[config.mk]
export PLATFORM = sky130hd
export DESIGN_NAME = h_seq_divider
export DESIGN_NICKNAME = d
export VERILOG_FILES = /design/src/rtl/h_seq_divider_pkg.sv /design/src/rtl/h_seq_divider_sub_step.sv /design/src/rtl/h_seq_divider.sv
export SDC_FILE = /design/constraint.sdc
export NUM_CORES = 1
export LEC_CHECK = 0
export BUFFER_PORTS_ARGS = -buffer_cell sky130_fd_sc_hd__buf_2
export CAP_MARGIN = 20
export CORE_ASPECT_RATIO = 1.75
export CORE_MARGIN = 2
export CORE_UTILIZATION = 55
export CTS_CLUSTER_DIAMETER = 200
export DETAILED_ROUTE_END_ITERATION = 16
export PLACE_DENSITY = 0.75
export SLEW_MARGIN = 20
export SYNTH_ARGS = -nofsm -noshare
export SYNTH_HDL_FRONTEND = slang
export SYNTH_SLANG_ARGS = --single-unit
[constraint.sdc]
create_clock -name clk -period 12.4 [get_ports clk]
set_input_delay 3.1 -clock clk [delete_from_list [all_inputs] [get_ports clk]]
set_output_delay 3.1 -clock clk [all_outputs]
set_load 0.01 [all_outputs]
[src/rtl/h_seq_divider_pkg.sv]
// Shared definitions for the sequential divider: default word width
// and the FSM state encoding used by h_seq_divider.
package h_seq_divider_pkg;

    // Hack word size
    localparam int DIV_WIDTH = 16;

    typedef enum logic [1:0] {
        DIV_IDLE = 2'd0,
        DIV_RUN  = 2'd1,
        DIV_DONE = 2'd2
    } div_state_t;

endpackage

[src/rtl/h_seq_divider_sub_step.sv]
// h_sub_step: combinational N-bit subtract (a - b) built from a ripple of
// borrow-propagating bit cells.
// Ports:
//   a, b      : N-bit minuend / subtrahend
//   diff      : low N-1 bits of the difference
//   no_borrow : 1 when a >= b
module h_sub_step
    import h_seq_divider_pkg::*;
#(
    parameter int N = DIV_WIDTH + 1
) (
    input  logic [N-1:0] a,
    input  logic [N-1:0] b,
    output logic [N-2:0] diff,
    output logic         no_borrow
);

    logic [N:0] bw;

    assign bw[0] = 1'b0;

    // The top difference bit is always 0 whenever the caller keeps the
    // difference (no borrow), so only the borrow-out of the top cell is used.
    for (genvar i = 0; i < N; i++) begin : g_cell
        assign bw[i+1] = (~a[i] & b[i]) | (~(a[i] ^ b[i]) & bw[i]);
        if (i < N - 1) begin : g_diff
            assign diff[i] = a[i] ^ b[i] ^ bw[i];
        end
    end

    assign no_borrow = ~bw[N];

endmodule

[src/rtl/h_seq_divider.sv]
// h_seq_divider: multi-cycle unsigned restoring divider, one quotient bit
// per clock. start/busy/done handshake, no backpressure.
// Ports:
//   clk, reset          : clock, synchronous active-high reset
//   start               : request; accepted when busy=0
//   dividend, divisor   : operands, sampled on an accepted start
//   busy                : division in progress
//   done                : one-cycle pulse, results valid
//   quotient, remainder : registered results, held until overwritten
//   div_by_zero         : set with done when divisor was 0
module h_seq_divider
    import h_seq_divider_pkg::*;
#(
    parameter int WIDTH = DIV_WIDTH
) (
    input  logic             clk,
    input  logic             reset,
    input  logic             start,
    input  logic [WIDTH-1:0] dividend,
    input  logic [WIDTH-1:0] divisor,
    output logic             busy,
    output logic             done,
    output logic [WIDTH-1:0] quotient,
    output logic [WIDTH-1:0] remainder,
    output logic             div_by_zero
);

    localparam int CW = (WIDTH > 1) ? $clog2(WIDTH) : 1;
    localparam logic [CW-1:0] CNT_LAST = CW'(WIDTH - 1);

    div_state_t state;
    div_state_t state_nx;

    logic [CW-1:0]    cnt;
    logic [WIDTH-1:0] dvd;
    logic [WIDTH-1:0] dsr;
    logic [WIDTH-1:0] rem;
    logic [WIDTH-1:0] diff;
    logic             no_borrow;
    logic [WIDTH-1:0] rem_nx;
    logic [WIDTH-1:0] q_nx;
    logic             accept;

    assign accept = start && (state != DIV_RUN);

    h_sub_step #(
        .N(WIDTH + 1)
    ) u_step (
        .a        ({rem, dvd[WIDTH-1]}),
        .b        ({1'b0, dsr}),
        .diff     (diff),
        .no_borrow(no_borrow)
    );

    // On a failed trial the shifted value is below the divisor, so its
    // top bit is zero and the low WIDTH bits hold it exactly.
    assign rem_nx = no_borrow ? diff : {rem[WIDTH-2:0], dvd[WIDTH-1]};
    assign q_nx   = {dvd[WIDTH-2:0], no_borrow};

    always_comb begin
        state_nx = state;
        unique case (state)
            DIV_IDLE, DIV_DONE: begin
                if (start) begin
                    state_nx = (divisor == '0) ? DIV_DONE : DIV_RUN;
                end else begin
                    state_nx = DIV_IDLE;
                end
            end
            DIV_RUN: begin
                if (cnt == '0) begin
                    state_nx = DIV_DONE;
                end
            end
            default: state_nx = DIV_IDLE;
        endcase
    end

    always_ff @(posedge clk) begin
        if (reset) begin
            state       <= DIV_IDLE;
            cnt         <= '0;
            dvd         <= '0;
            dsr         <= '0;
            rem         <= '0;
            quotient    <= '0;
            remainder   <= '0;
            div_by_zero <= 1'b0;
        end else begin
            state <= state_nx;
            if (accept) begin
                dvd <= dividend;
                dsr <= divisor;
                rem <= '0;
                cnt <= CNT_LAST;
                if (divisor == '0) begin
                    quotient    <= '1;
                    remainder   <= dividend;
                    div_by_zero <= 1'b1;
                end
            end else if (state == DIV_RUN) begin
                dvd <= q_nx;
                rem <= rem_nx;
                cnt <= cnt - 1'b1;
                if (cnt == '0) begin
                    quotient    <= q_nx;
                    remainder   <= rem_nx;
                    div_by_zero <= 1'b0;
                end
            end
        end
    end

    assign busy = (state == DIV_RUN);
    assign done = (state == DIV_DONE);

endmodule

==> results.py <==
metrics = {
    "global_routing": {
        "first_global_vias": 3251,
        "antenna_found_initial": 0,
        "grt_pass1_wl_um": 16200,
        "grt_use_total_pct": 24.4,
        "overflow": 0,
        "grt_max_degree": 73,
    },
    "pwr": {
        "ir_worst_vdd_mv": 0.0874,
        "power_density_nw_per_um2": 150,
        "p_leak_nw": 1.95,
    },
    "min_path": {
        "min_path_cells": 2,
        "worstHoldStart": "quotient[11]",
        "worst_hold_path_type": "flop to flop",
        "min_to": "quotient[11]",
    },
    "worst_setup_path": {
        "worstPathRequired_ps": 12650,
        "cp-end-kind": "flop",
        "rrSetupSlack_ps": 4140,
        "worstReg2RegStart": "dvd[15]",
        "worst-r2r-cell-count": 21,
        "crit_type": "flop to flop",
        "crit_arrival_ps": 8510,
        "cp_max_fo": 18,
        "critPathLaunchType": "flop",
        "reg2reg_to": "remainder[10]",
    },
    "placed_design": {
        "port_buffers": 69,
        "dpl.cell_count": 573,
        "dpl.hpwl_um": 6760,
        "gp_congestion": 0.829,
    },
    "sta": {
        "finalSetupTns_ps": 0,
        "slew-limit-headroom_pct": 25.1,
        "hold_violations": 0,
        "skew_ps": 4.04,
        "worst-slew-pin-transition_ps": 1120,
        "fin_crit_sh_pct": 66.6,
        "fin_crit_ps": 8260,
        "clock.fmax_ghz": 0.121,
        "holdWs_ps": 453,
        "rsz0062_at_grt": "false",
        "setup_violations": 0,
        "drv_slew": 0,
    },
    "clock_network": {
        "cts_made_buffers": 9,
        "cts_tree": "yes",
        "cts_setup_buffers": 0,
        "clock_latency_ps": 340,
        "cts_resized": 0,
        "root_buffer": "clkbuf_16",
        "cts_max_level": 3,
        "clock_sinks": 87,
        "clk_pin_slew_ps": 60,
        "cts_max_path_buffers": 2,
        "hold_buffers": 0,
    },
    "die": {
        "dieArea_um2": 8480,
        "core.rowCount": 42,
        "dieHeight_um": 120,
        "ios": 70,
        "die_w_um": 70.5,
        "start_util_pct": 56.6,
        "coreArea_um2": 7510,
    },
    "synth": {
        "seq_area_frac_synth_pct": 41.0,
        "avgSynthCellArea_um2": 9.45,
        "ys.flop_type": "dfxtp_1",
        "ys_warn_count": 0,
        "synth_cells": 450,
        "synth-edff-count": 0,
        "synth_top_area_share_pct": 41.0,
        "synth-seq-cells": 87,
        "synthArstFlopShare_pct": 0,
        "syn-cell-area_um2": 4250,
        "synthTopCellsByArea": "dfxtp_1, mux2i_1, a211oi_1, fa_1, a211oi_2",
        "synth_nets": 502,
        "synth_cell_types": 33,
        "synth_area_leader_cell": "dfxtp_1",
    },
    "routing": {
        "drt-total-wl_um": 9770,
        "drt_pass1_iterations": 4,
        "vias_per_cell": 5.63,
        "postRouteAntennaNets": 0,
        "drc": 0,
        "drtIter0Drc": 257,
        "via_count": 3312,
        "wl_per_cell_um": 16.6,
    },
    "job": {
        "drv_cap": 0,
    },
    "layout": {
        "drive_above_1_share_pct": 22.2,
        "final_common_cell": "dfxtp_1",
        "fin_nets": 548,
        "diodes": 0,
        "final_cell_mix": "dfxtp_1, buf_2, nand2_1, mux2i_1, a211oi_1",
        "final_cells": 588,
        "area_growth_pct": 12.7,
    },
    "outcome": {
        "status": "finished clean",
    },
}
metal layers:
metal / track usage [%] / share of wire (%)
met1: 30.0 / 42
met4: 11.9 / 2.7
met3: 3.83 / 4.4
met5: 0 / 0
met2: 41.0 / 51
flip-flops by register name, summed over array words and instances, names as in the netlist:
signal / count
cnt: 4
remainder: 16
dsr: 16
state: 2
rem: 16
div_by_zero: 1
dvd: 16
quotient: 16
final cells by class:
type	count	area, µm²
well taps	88	110
inverters	35	131
flip-flops and latches	87	1740
repair buffers	72	368
fillers	653	2720
multi-input cells	291	2170
clock buffers	15	278
critical path, cell delays in order (launching register included):
cell and delay [ps]:
dfxtp_1 330, inv_1 60, ha_1 210, fa_1 380, fa_1 390, fa_1 420
fa_1 410, fa_1 390, fa_1 410, fa_1 400, fa_1 410, fa_1 420
fa_1 390, fa_1 390, fa_1 400, fa_1 410, fa_1 400, fa_1 370
nand2b_1 800, mux2i_1 350, mux2i_1 160, a211oi_2 270
metrics by stage:
| step | cell area, µm² | util, % | worst slack (ps) | power, mW |
|---|---|---|---|---|
| after floorplan | 4250 | - | 5020 | 0.432 |
| after global placement | 4520 | 60.1 | 4380 | 0.465 |
| after detailed placement | 4520 | 60.1 | 4250 | 0.471 |
| after CTS | 4790 | 63.8 | 4190 | 0.722 |
| after global routing | 4790 | 63.8 | 3870 | 0.752 |
| final | 4790 | 63.8 | 4140 | 0.718 |
synth_stat cells, types with 2 or more instances:
| library cell | number |
|---|---|
| inv_1 | 34 |
| buf_2 | 10 |
| buf_1 | 2 |
| a211oi_1 | 47 |
| nand3b_1 | 2 |
| nand2b_1 | 3 |
| buf_4 | 3 |
| mux2i_1 | 48 |
| nor2_1 | 33 |
| nor3_1 | 4 |
| nand2_1 | 65 |
| a21oi_1 | 35 |
| fa_1 | 15 |
| ha_1 | 2 |
| dfxtp_1 | 87 |
| buf_6 | 5 |
| a311oi_1 | 2 |
| clkbuf_1 | 16 |
| a211oi_2 | 20 |
| nor4_1 | 4 |
how the worst max path moves through the flow:
stage,slack (ps),endpoint,depth (start not counted),start
6_report,4140,remainder[10],21,dvd[15]
5_1_grt,3870,remainder[2],21,dvd[15]
4_1_cts,4190,remainder[2],21,dvd[15]
3_5_place_dp,4250,remainder[2],21,dvd[15]
3_3_place_gp,4380,remainder[15],21,dvd[15]
2_1_floorplan,5020,remainder[10],23,dvd[15]
where the power goes:
group	internal (mW)	switching [mW]
Clock	0.151	0.101
Sequential	0.299	0.0141
Combinational	0.0629	0.0899
logic make-up (layout without fill, tap and decap cells):
kind of cell / Yosys count / in the layout / synth area share, %
and+or+nand+nor: 119 / 119 / 12.2
buffers and inverters: 72 / 122 / 8.18
adders and majority gates: 17 / 17 / 7.65
DFF: 87 / 87 / 41.0
AOI/OAI and AO/OA: 106 / 106 / 19.5
muxes: 49 / 49 / 11.6
Power figures use the tool's default switching activity.
